`src/rtl/nibble_serial_adder_ctrl.sv`:
```
// ============================================================================
// Module  : nibble_serial_adder_ctrl (with full_adder4)
// Brief   : Adds or subtracts WIDTH-bit operands one nibble per cycle,
//           least significant nibble first, on a single shared 4-bit adder.
// Revision: 1.0
// ============================================================================
`default_nettype none

module full_adder4 (
  input  logic [3:0] a_i,
  input  logic [3:0] b_i,
  input  logic       c_i,
  output logic [3:0] s_o,
  output logic       c_o,
  output logic       c3_o
);

  logic [4:0] w_c;

  assign w_c[0] = c_i;

  for (genvar i = 0; i < 4; i++) begin : g_bit
    assign s_o[i]   = a_i[i] ^ b_i[i] ^ w_c[i];
    assign w_c[i+1] = (a_i[i] & b_i[i]) | (w_c[i] & (a_i[i] ^ b_i[i]));
  end

  assign c_o  = w_c[4];
  // Carry into the top bit; with c_o it yields signed overflow of the nibble.
  assign c3_o = w_c[3];

endmodule

module nibble_serial_adder_ctrl #(
  parameter int WIDTH   = 16,
  parameter int NIBBLES = WIDTH / 4
) (
  input  logic             clk,
  input  logic             reset,
  input  logic             start,
  input  logic             sub,
  input  logic             c_in,
  input  logic [WIDTH-1:0] a,
  input  logic [WIDTH-1:0] b,
  output logic             ready,
  output logic             busy,
  output logic             done,
  output logic [WIDTH-1:0] sum,
  output logic             carry,
  output logic             overflow
);

  localparam int IDX_W = (NIBBLES > 1) ? $clog2(NIBBLES) : 1;
  localparam logic [IDX_W-1:0] LAST_IDX = IDX_W'(NIBBLES - 1);

  typedef enum logic [1:0] {
    S_IDLE = 2'd0,
    S_ADD  = 2'd1,
    S_DONE = 2'd2
  } state_t;

  state_t           state_q, state_d;
  logic [WIDTH-1:0] a_q, a_d;
  logic [WIDTH-1:0] b_q, b_d;
  logic             cr_q, cr_d;
  logic [IDX_W-1:0] idx_q, idx_d;
  logic [WIDTH-1:0] sum_q, sum_d;
  logic             co_q, co_d;
  logic             ov_q, ov_d;

  logic [3:0]       w_nib_a;
  logic [3:0]       w_nib_b;
  logic [3:0]       w_nib_s;
  logic             w_nib_co;
  logic             w_nib_c3;

  assign w_nib_a = a_q[4*idx_q +: 4];
  assign w_nib_b = b_q[4*idx_q +: 4];

  full_adder4 u_fa4 (
    .a_i  (w_nib_a),
    .b_i  (w_nib_b),
    .c_i  (cr_q),
    .s_o  (w_nib_s),
    .c_o  (w_nib_co),
    .c3_o (w_nib_c3)
  );

  always_ff @(posedge clk) begin
    if (reset) begin
      state_q <= S_IDLE;
      a_q     <= '0;
      b_q     <= '0;
      cr_q    <= 1'b0;
      idx_q   <= '0;
      sum_q   <= '0;
      co_q    <= 1'b0;
      ov_q    <= 1'b0;
    end else begin
      state_q <= state_d;
      a_q     <= a_d;
      b_q     <= b_d;
      cr_q    <= cr_d;
      idx_q   <= idx_d;
      sum_q   <= sum_d;
      co_q    <= co_d;
      ov_q    <= ov_d;
    end
  end

  always_comb begin
    state_d = state_q;
    a_d     = a_q;
    b_d     = b_q;
    cr_d    = cr_q;
    idx_d   = idx_q;
    sum_d   = sum_q;
    co_d    = co_q;
    ov_d    = ov_q;

    case (state_q)
      S_IDLE: begin
        if (start) begin
          // Subtraction is a + ~b + 1, so the inversion happens at capture.
          a_d     = a;
          b_d     = sub ? ~b : b;
          cr_d    = sub ? 1'b1 : c_in;
          idx_d   = '0;
          state_d = S_ADD;
        end
      end
      S_ADD: begin
        sum_d[4*idx_q +: 4] = w_nib_s;
        cr_d                = w_nib_co;
        if (idx_q == LAST_IDX) begin
          co_d    = w_nib_co;
          ov_d    = w_nib_c3 ^ w_nib_co;
          idx_d   = '0;
          state_d = S_DONE;
        end else begin
          idx_d   = idx_q + 1'b1;
        end
      end
      S_DONE: begin
        state_d = S_IDLE;
      end
      default: begin
        state_d = S_IDLE;
      end
    endcase
  end

  assign ready    = (state_q == S_IDLE);
  assign busy     = (state_q == S_ADD);
  assign done     = (state_q == S_DONE);
  assign sum      = sum_q;
  assign carry    = co_q;
  assign overflow = ov_q;

endmodule

`default_nettype wire

```
`config.mk`:
```
export PLATFORM = sky130hd
export DESIGN_NAME = nibble_serial_adder_ctrl
export DESIGN_NICKNAME = d
export VERILOG_FILES = /design/src/rtl/nibble_serial_adder_ctrl.sv
export SDC_FILE = /design/constraint.sdc
export NUM_CORES = 1
export LEC_CHECK = 0
export ABC_CLOCK_PERIOD_IN_PS = 6750
export CORE_MARGIN = 2
export CORE_UTILIZATION = 54
export CTS_CLUSTER_DIAMETER = 150
export DETAILED_ROUTE_END_ITERATION = 16
export PLACE_DENSITY = 0.85
export RECOVER_POWER = 25
export SYNTH_ARGS = -nofsm -noshare
export SYNTH_HDL_FRONTEND = slang
export SYNTH_SLANG_ARGS = --single-unit
```
`constraint.sdc`:
```
create_clock -name clk -period 6.75 [get_ports clk]
set_input_delay 1.35 -clock clk [delete_from_list [all_inputs] [get_ports clk]]
set_output_delay 1.35 -clock clk [all_outputs]
set_load 0.03 [all_outputs]
```
After elaboration in Yosys (flattened, before gate mapping) --
Index checks and enable logic that the tools add are counted.
Word-level totals: register bits after elaboration 55, bits in latches 0, RAM bits 0, memory bits (read-only) 0, input bits 37, output and inout port bits 21, logic and storage cells 58, memories kept 0
Operators by class: add/sub/neg operators 2, multiply operators 0, div/mod/pow operators 0, magnitude comparators 0, eq/ne operators 5, shifts and indexed selects 4, muxes and demuxes 11, bitwise gates (word level) 22, reduce and logical (&&, ||, !) cells 6
Operators with widths (number):
- $neg A4 Y34 | 1
- $shift A4 B34 Y16 const A | 1
- $shiftx A4 B34 Y16 | 1
- $shiftx A16 B5 Y4 | 2
- $bwmux W16 | 1
- $mux W16 | 1
- $not A16 Y16 | 1
- $xor A1 B1 Y1 | 9
- $and A1 B1 Y1 | 8
- $mux W2 | 4
- $pmux W2 S2 | 2
- $reduce_and A2 Y1 | 4
- $eq A2 B2 Y1 const B | 2
- $or A1 B1 Y1 | 4
- $add A2 B1 Y2 const B | 1
- $eq A2 B1 Y1 const B | 1
- $logic_not A2 Y1 | 1
- $mux W1 | 2
- $ne A2 B1 Y1 const B | 1
- $ne A2 B2 Y1 const B | 1
- $pmux W1 S2 | 1
- $reduce_bool A2 Y1 | 1

Longest topological paths before layout --
depth after elaboration 11, gate-level depth with buffers 13, gate-level depth less buffers 12

Hierarchy --
From an unflattened synthesis, not the netlist that was laid out.
Unflattened totals: cell total of the unflattened synthesis 273, area total of the unflattened synthesis 2555.0 µm²
By module, submodules not included:
- nibble_serial_adder_ctrl | instances 1, cells each 261, area each 2444.8 µm², sequential area each 1101.1 µm²
- full_adder4 | instances 1, cells each 12, area each 110.1 µm², sequential area each 0.0 µm²

Worst setup path before layout --
OpenSTA, ideal clock, no wires.
path type register -> register, from register idx_q[1], to register sum_q[3], in the netlist sum[3], setup time 88 ps, arrival time 2809 ps, required time 6662 ps, setup slack 3853 ps, cell stages (with the launch flop) 13, buffers on the path 1, period minus slack after synthesis 2897 ps, cell sequence dfxtp_1 > buf_2 > mux4_2 > inv_1 > fa_1 > inv_1 > fa_1 > inv_1 > fa_1 > inv_1 > fa_1 > inv_1 > o32ai_2
Between the ends: word-level cells in the longest chain between the ends 11, elaborated cells between the ends (all ways) 23, classes of those cells add/sub: 1; shift: 4; mux: 1; bitwise: 17
Ends and longest elaborated chain:
- start: declaration | RTL line 65 | logic [IDX_W-1:0] idx_q, idx_d;
- start signal: assignment | RTL line 103 | idx_q <= idx_d;
- $shiftx A16 B5 Y4, on equally long branches | RTL line 76, 77
- $xor A1 B1 Y1 | RTL line 23, 24
- $and A1 B1 Y1 | RTL line 24 | assign w_c[i+1] = (a_i[i] & b_i[i]) | (w_c[i] & (a_i[i] ^ b_i[i]));
- $or A1 B1 Y1 | RTL line 24
- $and A1 B1 Y1 | RTL line 24
- $or A1 B1 Y1 | RTL line 24
- $and A1 B1 Y1 | RTL line 24
- $or A1 B1 Y1 | RTL line 24
- $xor A1 B1 Y1 | RTL line 23 | assign s_o[i] = a_i[i] ^ b_i[i] ^ w_c[i];
- $shiftx A4 B34 Y16 | RTL line 132 | sum_d[4*idx_q +: 4] = w_nib_s;
- $bwmux W16 (*) | RTL line 132
- end signal: assignment | RTL line 104 | sum_q <= sum_d;
- end: declaration | RTL line 66 | logic [WIDTH-1:0] sum_q, sum_d;
Mark *: on every way between the ends. The rest lies on a longest branch, timed or not. A chain may end at the register's enable or synchronous reset.

Worst setup path after layout --
from register state_q[0], to output port busy
Between the ends: word-level cells in the longest chain between the ends 1
Ends and longest elaborated chain:
- start: declaration | RTL line 61 | state_t state_q, state_d;
- start signal: assignment | RTL line 99 | state_q <= state_d;
- $eq A2 B1 Y1 | RTL line 153 | assign busy = (state_q == S_ADD);
- end: declaration | RTL line 45 | output logic busy,
Every way passes these cells.

==> results.json <==
{
  "min_period_over_period_pct": 52.1,
  "postCtsResizedCells": 0,
  "rsz0062_at_grt": "no",
  "startpoint_type": "register",
  "ys.flop_type": "dfxtp_1",
  "core-area_sq_mm": 0.00469,
  "period_minus_slack_ns": 3.52,
  "grt_util_met3_pct": 3.70,
  "dp_hpwl_um": 3860,
  "hold_buffers": 0,
  "core.rowCount": 25,
  "max_clock_freq_mhz": 284,
  "power.internal_mw": 0.518,
  "skew_ns": 0.0123,
  "power.share.combinational_pct": 18.2,
  "grt_usage_pct": 21.6,
  "die_y_um": 73.6,
  "synth-seq-cells": 55,
  "grt_pass1_vias": 2044,
  "start_util_pct": 55.8,
  "cp-end-kind": "output port",
  "drc": 0,
  "clkSinkCount": 55,
  "worst_ep_arrival_time_ns": 2.17,
  "max-slew-margin-rel_pct": -68.2,
  "switchingPower_mw": 0.188,
  "grt_max_degree": 61,
  "synth_edf_count": 0,
  "insertedDiodeCount": 0,
  "numCtsBuffers": 5,
  "finalSetupTns_ns": 0,
  "globalRouteOverflowTotal": 0,
  "clock_power_share_pct": 31.2,
  "swShare_pct": 26.7,
  "reg2reg_depth": 11,
  "route.vias.total": 2128,
  "areaGrowthSynthToFinish_pct": 25.2,
  "crit_start": "state_q[0]",
  "yosysWarnings": 0,
  "syn_inst": 282,
  "powerDensity_mw_per_mm2": 215,
  "worstHoldPathType": "register to register",
  "ir_drop_mv": 0.142,
  "drive_above_1_share_pct": 7.01,
  "clock_latency_ns": 0.31,
  "grt_first_pass_wirelength_um": 9200,
  "wirelength_um": 5380,
  "ys_seq_area_share_pct": 42.1,
  "design_area_sq_mm": 0.00328,
  "top_level_ports": 58,
  "pwr-share-seq_pct": 50.6,
  "port_buffers": 57,
  "r2r_slack_ns": 3.34,
  "critPathKind": "register to output port",
  "use_met1_pct": 27.7,
  "die_x_um": 73.6,
  "top_usage_layer": "met2",
  "synth_cell_types": 37,
  "critPathCapture": "busy",
  "antenna_found_initial": 0,
  "setup_violations": 0,
  "power.leakage_nw": 1.17,
  "async_flop_share_pct": 0,
  "placed_area_sq_mm": 0.00317,
  "final-max-slew-violation-count": 61,
  "synth_fp_nets": 329,
  "syn_avg_cell_area_sq_um": 9.28,
  "tightest_slew_ns": 2.52,
  "crit_fanout": 16,
  "drt-initial-drc-count": 145,
  "viasPerCell": 5.57,
  "status": "finished with violations",
  "cts_tree": "yes",
  "syn_area_sq_mm": 0.00262,
  "clockBufferDepth": 2,
  "cts-root-buf": "clkbuf_8",
  "h-tree-depth": 2,
  "dieArea_sq_mm": 0.00542,
  "maxCapViolCount": 1,
  "place.gp.congestion": 0.872,
  "clk_pin_slew_worst_paths_ns": 0.10,
  "avgRoutedWirePerCell_um": 14.1,
  "violations": "capacitance limit, slew limit",
  "r2r-end": "sum[3]",
  "fin_nets": 374,
  "use_met2_pct": 37.4,
  "antenna_left": 0,
  "post_cts_buffers": 0,
  "report.final.hold_viol_count": 0,
  "required_ns": 5.40,
  "drt_pass1_iterations": 5,
  "r2r_start": "idx_q[0]"
}
==> per-stage QoR <==
stage	hold WS (ns)	worst slack, ns	cells	power, mW	util, %
detailed placement	0.450	3.42	374	0.493	67.7
global placement	0.441	3.51	374	0.489	67.7
global route	0.477	3.07	382	0.735	69.9
finish	0.462	3.23	382	0.706	69.9
floorplan	0.433	3.85	282	0.447	-
CTS	0.463	3.23	382	0.710	70.1
==> layout make-up <==
| type | instances | area [sq um] |
|---|---|---|
| fill | 388 | 1410 |
| multi-input combinational | 194 | 1380 |
| sequential | 55 | 1100 |
| timing repair buffer | 58 | 572 |
| clock buffer | 5 | 68.8 |
| tap | 54 | 67.6 |
| inverter | 13 | 48.8 |
| clock inverter | 3 | 43.8 |
==> synthesized netlist by cell type (2+ instances only) <==
library cell  instances  area [sq um]
nand2b_1              5          31.3
ha_1                  6          75.1
xnor2_1              17           149
buf_2                 8          40.0
nand4b_1              4          35.0
o32ai_2               4          65.1
nand2_1              44           165
a32oi_1               2          17.5
fa_1                  4          80.1
a211oi_1             16           120
nor2b_1               2          12.5
nor3_1                2          10.0
a22oi_1               2          15.0
nand4_1               4          25.0
mux4_2                8           180
nand3b_1              4          30.0
nor2_1               26          97.6
o21ai_0               2          10.0
clkbuf_1             10          37.5
dfxtp_1              55          1100
a21oi_1              28           140
and2_1                2          12.5
inv_1                13          48.8
==> sequential cells by signal (all words and copies together), names as in the netlist <==
register  count
a_q          16
state_q       2
carry         1
overflow      1
cr_q          1
b_q          16
sum          16
idx_q         2
==> worst min-delay path by stage <==
stage               endpoint  cells after the start    start
floorplan            a_q[11]                      2  a_q[11]
global placement      a_q[3]                      2   a_q[3]
detailed placement    sum[5]                      2   sum[5]
CTS                   a_q[2]                      2   a_q[2]
global route          sum[8]                      2   sum[8]
finish               sum[10]                      2  sum[10]
==> kinds of logic (layout without fill, tap and decap cells) <==
group | after synthesis | after routing | synth area share [%]
xor+xnor | 17 | 17 | 5.69
mux | 9 | 9 | 7.27
fa+ha+maj | 10 | 10 | 5.93
simple gates | 102 | 102 | 19.1
buf+inv | 33 | 79 | 5.26
compound gates | 56 | 56 | 14.7
flops | 55 | 55 | 42.1
==> critical path, cell delays in order (launching register included) <==
cell and delay [ns]:
dfxtp_1 0.66, nor2b_1 0.44, clkdlybuf4s50_1 0.76
==> power groups by stage <==
stage	combinational [mW]	sequential [mW]	clock, mW
after global placement	0.126	0.364	0
after detailed placement	0.129	0.364	0
after CTS	0.129	0.357	0.224
after floorplan	0.0871	0.360	0
final	0.128	0.357	0.220
after global routing	0.142	0.359	0.234
==> routing by layer <==
layer	wire length [um]	share of wire (%)
met5	0	0
met4	19	0.35
met3	256	4.8
met2	2760	51
met1	2340	44
==> layout by cell type (no fill, tap or decap), drive strengths merged, types with 2 or more instances in the layout <==
| master | instances |
|---|---|
| clkinv | 2 |
| o32ai | 4 |
| fa | 4 |
| clkbuf | 6 |
| nand3b | 4 |
| nor3b | 2 |
| dfxtp | 55 |
| nor2b | 2 |
| xnor2 | 17 |
| a21oi | 28 |
| nand4 | 4 |
| clkdlybuf4s50 | 56 |
| mux4 | 8 |
| and2 | 2 |
| nand2 | 44 |
| nand4b | 4 |
| o21ai | 2 |
| a211oi | 16 |
| inv | 13 |
| nand2b | 5 |
| nor3 | 2 |
| nor2 | 26 |
| a22oi | 2 |
| a32oi | 2 |
| ha | 6 |
Note: power is estimated with default switching activity, not from simulation.
